[config.mk]
export PLATFORM = sky130hd
export DESIGN_NAME = dff_bank_arbiter
export DESIGN_NICKNAME = d
export VERILOG_FILES = /design/src/rtl/dff_bank_arbiter_pkg.sv /design/src/rtl/dff_bank_arbiter_reg.sv /design/src/rtl/dff_bank_arbiter.sv
export SDC_FILE = /design/constraint.sdc
export NUM_CORES = 1
export LEC_CHECK = 0
export CORE_AREA = 2 2 88 81
export CTS_CLUSTER_SIZE = 25
export DETAILED_ROUTE_END_ITERATION = 7
export DIE_AREA = 0 0 90 83
export GPL_TIMING_DRIVEN = 0
export SLEW_MARGIN = 20
export SYNTH_ARGS = -nofsm -noshare
export SYNTH_HDL_FRONTEND = slang
export SYNTH_SLANG_ARGS = --single-unit
[constraint.sdc]
create_clock -name clk -period 1 [get_ports clk]
set_input_delay 0.15 -clock clk [delete_from_list [all_inputs] [get_ports clk]]
set_output_delay 0.15 -clock clk [all_outputs]
set_load 0.005 [all_outputs]
[src/rtl/dff_bank_arbiter_pkg.sv]
// Shared definitions for the dff_bank_arbiter: FSM encoding and the
// round-robin winner search used by the arbiter.
package dff_bank_arbiter_pkg;

  localparam int STATE_W = 2;
  localparam int RR_MAX  = 8;   // widest supported requester vector
  localparam int CNT_W   = 4;   // flush counter width (FLUSH_CYCLES <= 15)

  typedef enum logic [STATE_W-1:0] {
    IDLE  = 2'd0,
    GRANT = 2'd1,
    DONE  = 2'd2,
    FLUSH = 2'd3
  } state_t;

  typedef struct packed {
    logic       valid;
    logic [2:0] idx;
  } rr_pick_t;

  // Search req starting at (last+1) mod nreq upward with wrap; first hit wins.
  function automatic rr_pick_t rr_search(input logic [RR_MAX-1:0] req,
                                         input logic [2:0]        last,
                                         input int                nreq);
    rr_pick_t pick;
    int       cand;
    pick = '0;
    for (int i = 1; i <= RR_MAX; i++) begin
      cand = (int'(last) + i) % nreq;
      if (!pick.valid && (i <= nreq) && req[cand[2:0]]) begin
        pick.valid = 1'b1;
        pick.idx   = cand[2:0];
      end
    end
    return pick;
  endfunction

endpackage

[src/rtl/dff_bank_arbiter_reg.sv]
// WIDTH-bit D flip-flop bank with asynchronous active-high clear and a
// synchronous write enable.
module dff_bank_reg #(
  parameter int WIDTH = 8
) (
  input  logic             clk,
  input  logic             clr,
  input  logic             en,
  input  logic [WIDTH-1:0] d,
  output logic [WIDTH-1:0] q
);

  logic [WIDTH-1:0] q_q;
  logic [WIDTH-1:0] q_d;

  // Hold unless the write enable loads a new word.
  always_comb begin
    q_d = q_q;
    if (en) q_d = d;
  end

  // Storage flops; clear wins over any write.
  always_ff @(posedge clk or posedge clr) begin
    if (clr) q_q <= '0;
    else     q_q <= q_d;
  end

  assign q = q_q;

endmodule

[src/rtl/dff_bank_arbiter.sv]
// Round-robin write arbiter and sequencer for one shared flop bank.
// Handshake: a requester raises req[i] with its word on wdata and holds both
// until it sees gnt[i]; the word is captured on the edge that ends the grant
// cycle if req[i] is still high, otherwise the grant is treated as aborted.
// A flush (pulse or level) clears the bank for FLUSH_CYCLES cycles and takes
// priority over writes when both are seen in IDLE.
module dff_bank_arbiter
  import dff_bank_arbiter_pkg::*;
#(
  parameter int NREQ         = 4,
  parameter int WIDTH        = 8,
  parameter int FLUSH_CYCLES = 2,
  localparam int OW          = (NREQ > 1) ? $clog2(NREQ) : 1
) (
  input  logic                  clk,
  input  logic                  clear,
  input  logic [NREQ-1:0]       req,
  input  logic [NREQ*WIDTH-1:0] wdata,
  input  logic                  flush_req,
  output logic [NREQ-1:0]       gnt,
  output logic [OW-1:0]         owner,
  output logic [WIDTH-1:0]      q,
  output logic                  bank_clr,
  output logic                  busy,
  output logic                  wr_done,
  output logic                  flush_done
);

  localparam logic [CNT_W-1:0] LAST_CNT = CNT_W'(FLUSH_CYCLES - 1);
  localparam logic [OW-1:0]    OWN_RST  = OW'(NREQ - 1);

  state_t            state_q,      state_d;
  logic [NREQ-1:0]   gnt_q,        gnt_d;
  logic [OW-1:0]     owner_q,      owner_d;
  logic [OW-1:0]     prev_owner_q, prev_owner_d;
  logic              pend_q,       pend_d;
  logic [CNT_W-1:0]  cnt_q,        cnt_d;
  logic              bank_clr_q,   bank_clr_d;
  logic              busy_q,       busy_d;
  logic              wr_done_q,    wr_done_d;
  logic              flush_done_q, flush_done_d;

  logic [RR_MAX-1:0] req_ext;
  logic [2:0]        owner_ext;
  rr_pick_t          pick;
  logic              wr_en;
  logic [WIDTH-1:0]  wr_word;

  // Widen request vector and owner to the package search width.
  always_comb begin
    req_ext              = '0;
    req_ext[NREQ-1:0]    = req;
    owner_ext            = '0;
    owner_ext[OW-1:0]    = owner_q;
    pick                 = rr_search(req_ext, owner_ext, NREQ);
  end

  // The write lands only if the grantee still requests at the end of GRANT.
  always_comb begin
    wr_en   = (state_q == GRANT) && req[owner_q];
    wr_word = wdata[int'(owner_q)*WIDTH +: WIDTH];
  end

  // Next-state, arbitration and registered-output decode.
  always_comb begin
    state_d      = state_q;
    gnt_d        = gnt_q;
    owner_d      = owner_q;
    prev_owner_d = prev_owner_q;
    pend_d       = pend_q;
    cnt_d        = cnt_q;
    case (state_q)
      IDLE: begin
        if (flush_req || pend_q) begin
          state_d = FLUSH;
          cnt_d   = '0;
        end else if (pick.valid) begin
          state_d               = GRANT;
          gnt_d                 = '0;
          gnt_d[pick.idx[OW-1:0]] = 1'b1;
          prev_owner_d          = owner_q;
          owner_d               = pick.idx[OW-1:0];
        end
      end
      GRANT: begin
        gnt_d = '0;
        if (flush_req) pend_d = 1'b1;
        if (req[owner_q]) begin
          state_d = DONE;
        end else begin
          // Abort: pointer goes back so the aborted grant costs no turn.
          state_d = IDLE;
          owner_d = prev_owner_q;
        end
      end
      DONE: begin
        if (flush_req) pend_d = 1'b1;
        state_d = IDLE;
      end
      FLUSH: begin
        // flush_req seen here is absorbed, not queued.
        pend_d = 1'b0;
        if (cnt_q == LAST_CNT) begin
          state_d = IDLE;
          cnt_d   = '0;
        end else begin
          cnt_d = cnt_q + 1'b1;
        end
      end
      default: state_d = IDLE;
    endcase
    bank_clr_d   = (state_d == FLUSH);
    busy_d       = (state_d != IDLE);
    wr_done_d    = (state_d == DONE);
    flush_done_d = (state_d == FLUSH) && (cnt_d == LAST_CNT);
  end

  // State and registered outputs; reset aborts everything at once.
  always_ff @(posedge clk or posedge clear) begin
    if (clear) begin
      state_q      <= IDLE;
      gnt_q        <= '0;
      owner_q      <= OWN_RST;
      prev_owner_q <= OWN_RST;
      pend_q       <= 1'b0;
      cnt_q        <= '0;
      bank_clr_q   <= 1'b0;
      busy_q       <= 1'b0;
      wr_done_q    <= 1'b0;
      flush_done_q <= 1'b0;
    end else begin
      state_q      <= state_d;
      gnt_q        <= gnt_d;
      owner_q      <= owner_d;
      prev_owner_q <= prev_owner_d;
      pend_q       <= pend_d;
      cnt_q        <= cnt_d;
      bank_clr_q   <= bank_clr_d;
      busy_q       <= busy_d;
      wr_done_q    <= wr_done_d;
      flush_done_q <= flush_done_d;
    end
  end

  dff_bank_reg #(.WIDTH(WIDTH)) u_bank (
    .clk (clk),
    .clr (clear | bank_clr_q),
    .en  (wr_en),
    .d   (wr_word),
    .q   (q)
  );

  assign gnt        = gnt_q;
  assign owner      = owner_q;
  assign bank_clr   = bank_clr_q;
  assign busy       = busy_q;
  assign wr_done    = wr_done_q;
  assign flush_done = flush_done_q;

endmodule

==> metrics.txt <==
met1 Use GR 0.139; post-route clock period utilization 1.91; asr flop ratio synth 1.00; most common cell in the synthesized netlist dfrtp_1; Die Wd 90 um; Port-buffer cells 56; clock slew at reported path FFs 100 ps; Slew Limit Fails 0; final wirelength 4280 um; synthesis-stage register bit count 27; Antenna Nets Post-Route 0; drt via density 4.48; worst slew pin tran 506 ps; crit start category flip-flop; clock skew 5.94 ps; combinational share of power 0.686; Synth area leaders dfrtp_1 (36%), mux4_2 (11%), mux2_2 (7.0%); critical path type reg2reg; CTS root buf clkbuf_8; total CTS buffers 3; largest net degree at the start of global routing 20; Core Rows 28; Cell Int Power 5.24 mW; Syn Std Cell Area 0.00160 sq mm; Syn Nets 182; fill count 617; H-Tree Depth 1; Slew HR 0.660; final hold viol count 0; ys flop type dfrtp_1; Initial Util 0.245; DP HPWL 2890 um; fin crit period 1910 ps; VDD IR-drop max 1.02 mV; hold crit path type in2async; gr ovfl total 0; # clock sinks 27; DP Worst Slack -1240 ps; initial DRC count 49; global-route usage over all layers 0.116; global-route wire length before repair 7190 um; crit end category flip-flop; Ys Warns 0; crit-path max FO 3; failing checks setup timing; n_diodes 0; CORE AREA 0.00652 sq mm; Switching Share 0.356; unrepaired setup endpoints after global routing yes; Final Wtd Congestion 0.727; TNS Setup -17290 ps; CTS tree done; vias in the first global route 1588; Mapped Cells 138; FMAX 523 MHz; hold_ws 254 ps; initial antenna violation count 0; Die H 83 um; Max Cap Viol 0; GR Layer Usage met2 0.199; Avg Cell Area, Syn 11.6 sq um; Yosys cell types 42; setup ws final -911 ps; Power Density 2790 mW/mm^2; die area 0.00747 sq mm; Worst Path Arrival 2110 ps; commonest cells in the synthesized netlist dfrtp_1 (23), nand2_1 (15), mux2_2 (10); synthesis-to-finish area growth 82.2%; status finished, violations left; final setup violation count 29; Top Usage Layer GRT met2; Seq/Total Area, Yosys 0.426; # DRC 0; Clock power frac 0.083; Nets 283; share of the synthesized area in the top cell type 0.360; largest area contributor in the netlist dfrtp_1; Reg power frac 0.231; share of layout cells above drive strength 1 0.588; maximum root-to-sink buffer count 2; WP data required 1200 ps; Static Leak 1.28 nW; wire length per cell 13.0 um; drt pass-1 iters 4; Layout Utilization 0.447; Via Count 1468; Psw 2.89 mW; Power Total 8.13 mW; clk_lat worst skew 280 ps; I/O pins 57; grt met3 use 0.0445; number of flops mapped to enable cells by yosys 0; reg2reg setup slack -910 ps
[per-stage QoR]
step / std cells / cell area, sq um
after floorplan: 138 / 1750
after global placement: 284 / 2430
after detailed placement: 284 / 2430
after CTS: 318 / 2780
after global routing: 328 / 2910
final: 328 / 2910
[cells in the final DEF, fill, tap and decap left out, types with 3 or more instances in the layout]
| master | netlist | routed |
|---|---|---|
| buf_2 | 2 | 16 |
| clkdlybuf4s50_1 | 0 | 34 |
| buf_6 | 0 | 12 |
| nor2_1 | 9 | 3 |
| mux2_4 | 0 | 10 |
| nand2_1 | 15 | 10 |
| o21ai_0 | 4 | 3 |
| dlygate4sd2_1 | 0 | 4 |
| dfstp_2 | 4 | 4 |
| nor2_2 | 0 | 4 |
| buf_4 | 1 | 29 |
| buf_12 | 0 | 3 |
| mux4_2 | 8 | 8 |
| nand2_4 | 0 | 4 |
| inv_1 | 9 | 3 |
| dfrtp_1 | 23 | 22 |
| inv_2 | 0 | 5 |
| nand2b_4 | 0 | 4 |
| clkbuf_8 | 0 | 3 |
[cell families (layout without fill, tap and decap cells)]
family / count (synthesis) / in the layout / synth area share
muxes: 21 / 21 / 0.202
buffers and inverters: 13 / 113 / 0.0344
DFF: 27 / 27 / 0.426
and+or+nand+nor: 43 / 43 / 0.150
AOI/OAI and AO/OA: 29 / 29 / 0.149
adders and majority gates: 5 / 5 / 0.0391
[path summary, 6_finish.rpt]
kind,start,cells past startpoint,end
max in group asynchronous,bank_clr,1,u_bank.q[7]
worst min-delay path,clear,2,busy
worst max register to register,cnt_q[1],7,flush_done
worst min register to register,bank_clr,1,u_bank.q[5]
min in group clk,prev_owner_q[0],2,owner[0]
worst max-delay path,cnt_q[1],7,flush_done
[per-layer routing]
metal	vias up	wire length (um)	part of all wire
li1	715	-	-
met1	707	1790	0.42
met2	43	2170	0.51
met3	3	292	0.068
met4	0	17	0.0040
met5	-	0	0
[repair_timing]
action / in CTS / in global routing
gates resized for setup: 111 / 18
hold buffers: 0 / 0
setup endpoints to repair: 45 / 40
setup buffers: 31 / 12
hold endpoints to repair: 0 / 0
pin swaps: 11 / 12
[critical path, stage by stage (launching register included)]
cell	delay, ps
dfrtp_1	400
inv_1	60
ha_2	160
or3b_4	400
nand2_4	80
nor3_1	50
or3b_4	420
nor4bb_4	250
[final cells by class]
type / instances / area (sq um) / area share
clock buffer: 3 / 41.3 / 0.0142
buffer: 3 / 42.5 / 0.0146
inverter: 9 / 37.5 / 0.0129
clock inverter: 1 / 8.76 / 0.00301
timing repair buffer: 97 / 848 / 0.291
multi-input combinational: 98 / 1140 / 0.391
tap: 90 / 113 / 0.0387
sequential: 27 / 682 / 0.234
[power by group through the flow]
stage                     clock network [mW]  logic, mW  registers [mW]
after global placement                     0       3.79            1.93
after detailed placement                   0       3.80            1.94
after CTS                              0.704       5.09            1.87
final                                  0.679       5.58            1.88
after global routing                   0.754       6.02            1.94
after floorplan                            0       2.54            1.93
[sequential cells by signal, indices dropped and copies added, names as in the netlist]
name / cells
wr_done: 1
bank_clr: 1
u_bank.q: 8
pend_q: 1
owner: 2
cnt_q: 4
busy: 1
prev_owner_q: 2
gnt: 4
state_q: 2
flush_done: 1
Power figures use the tool's default switching activity.
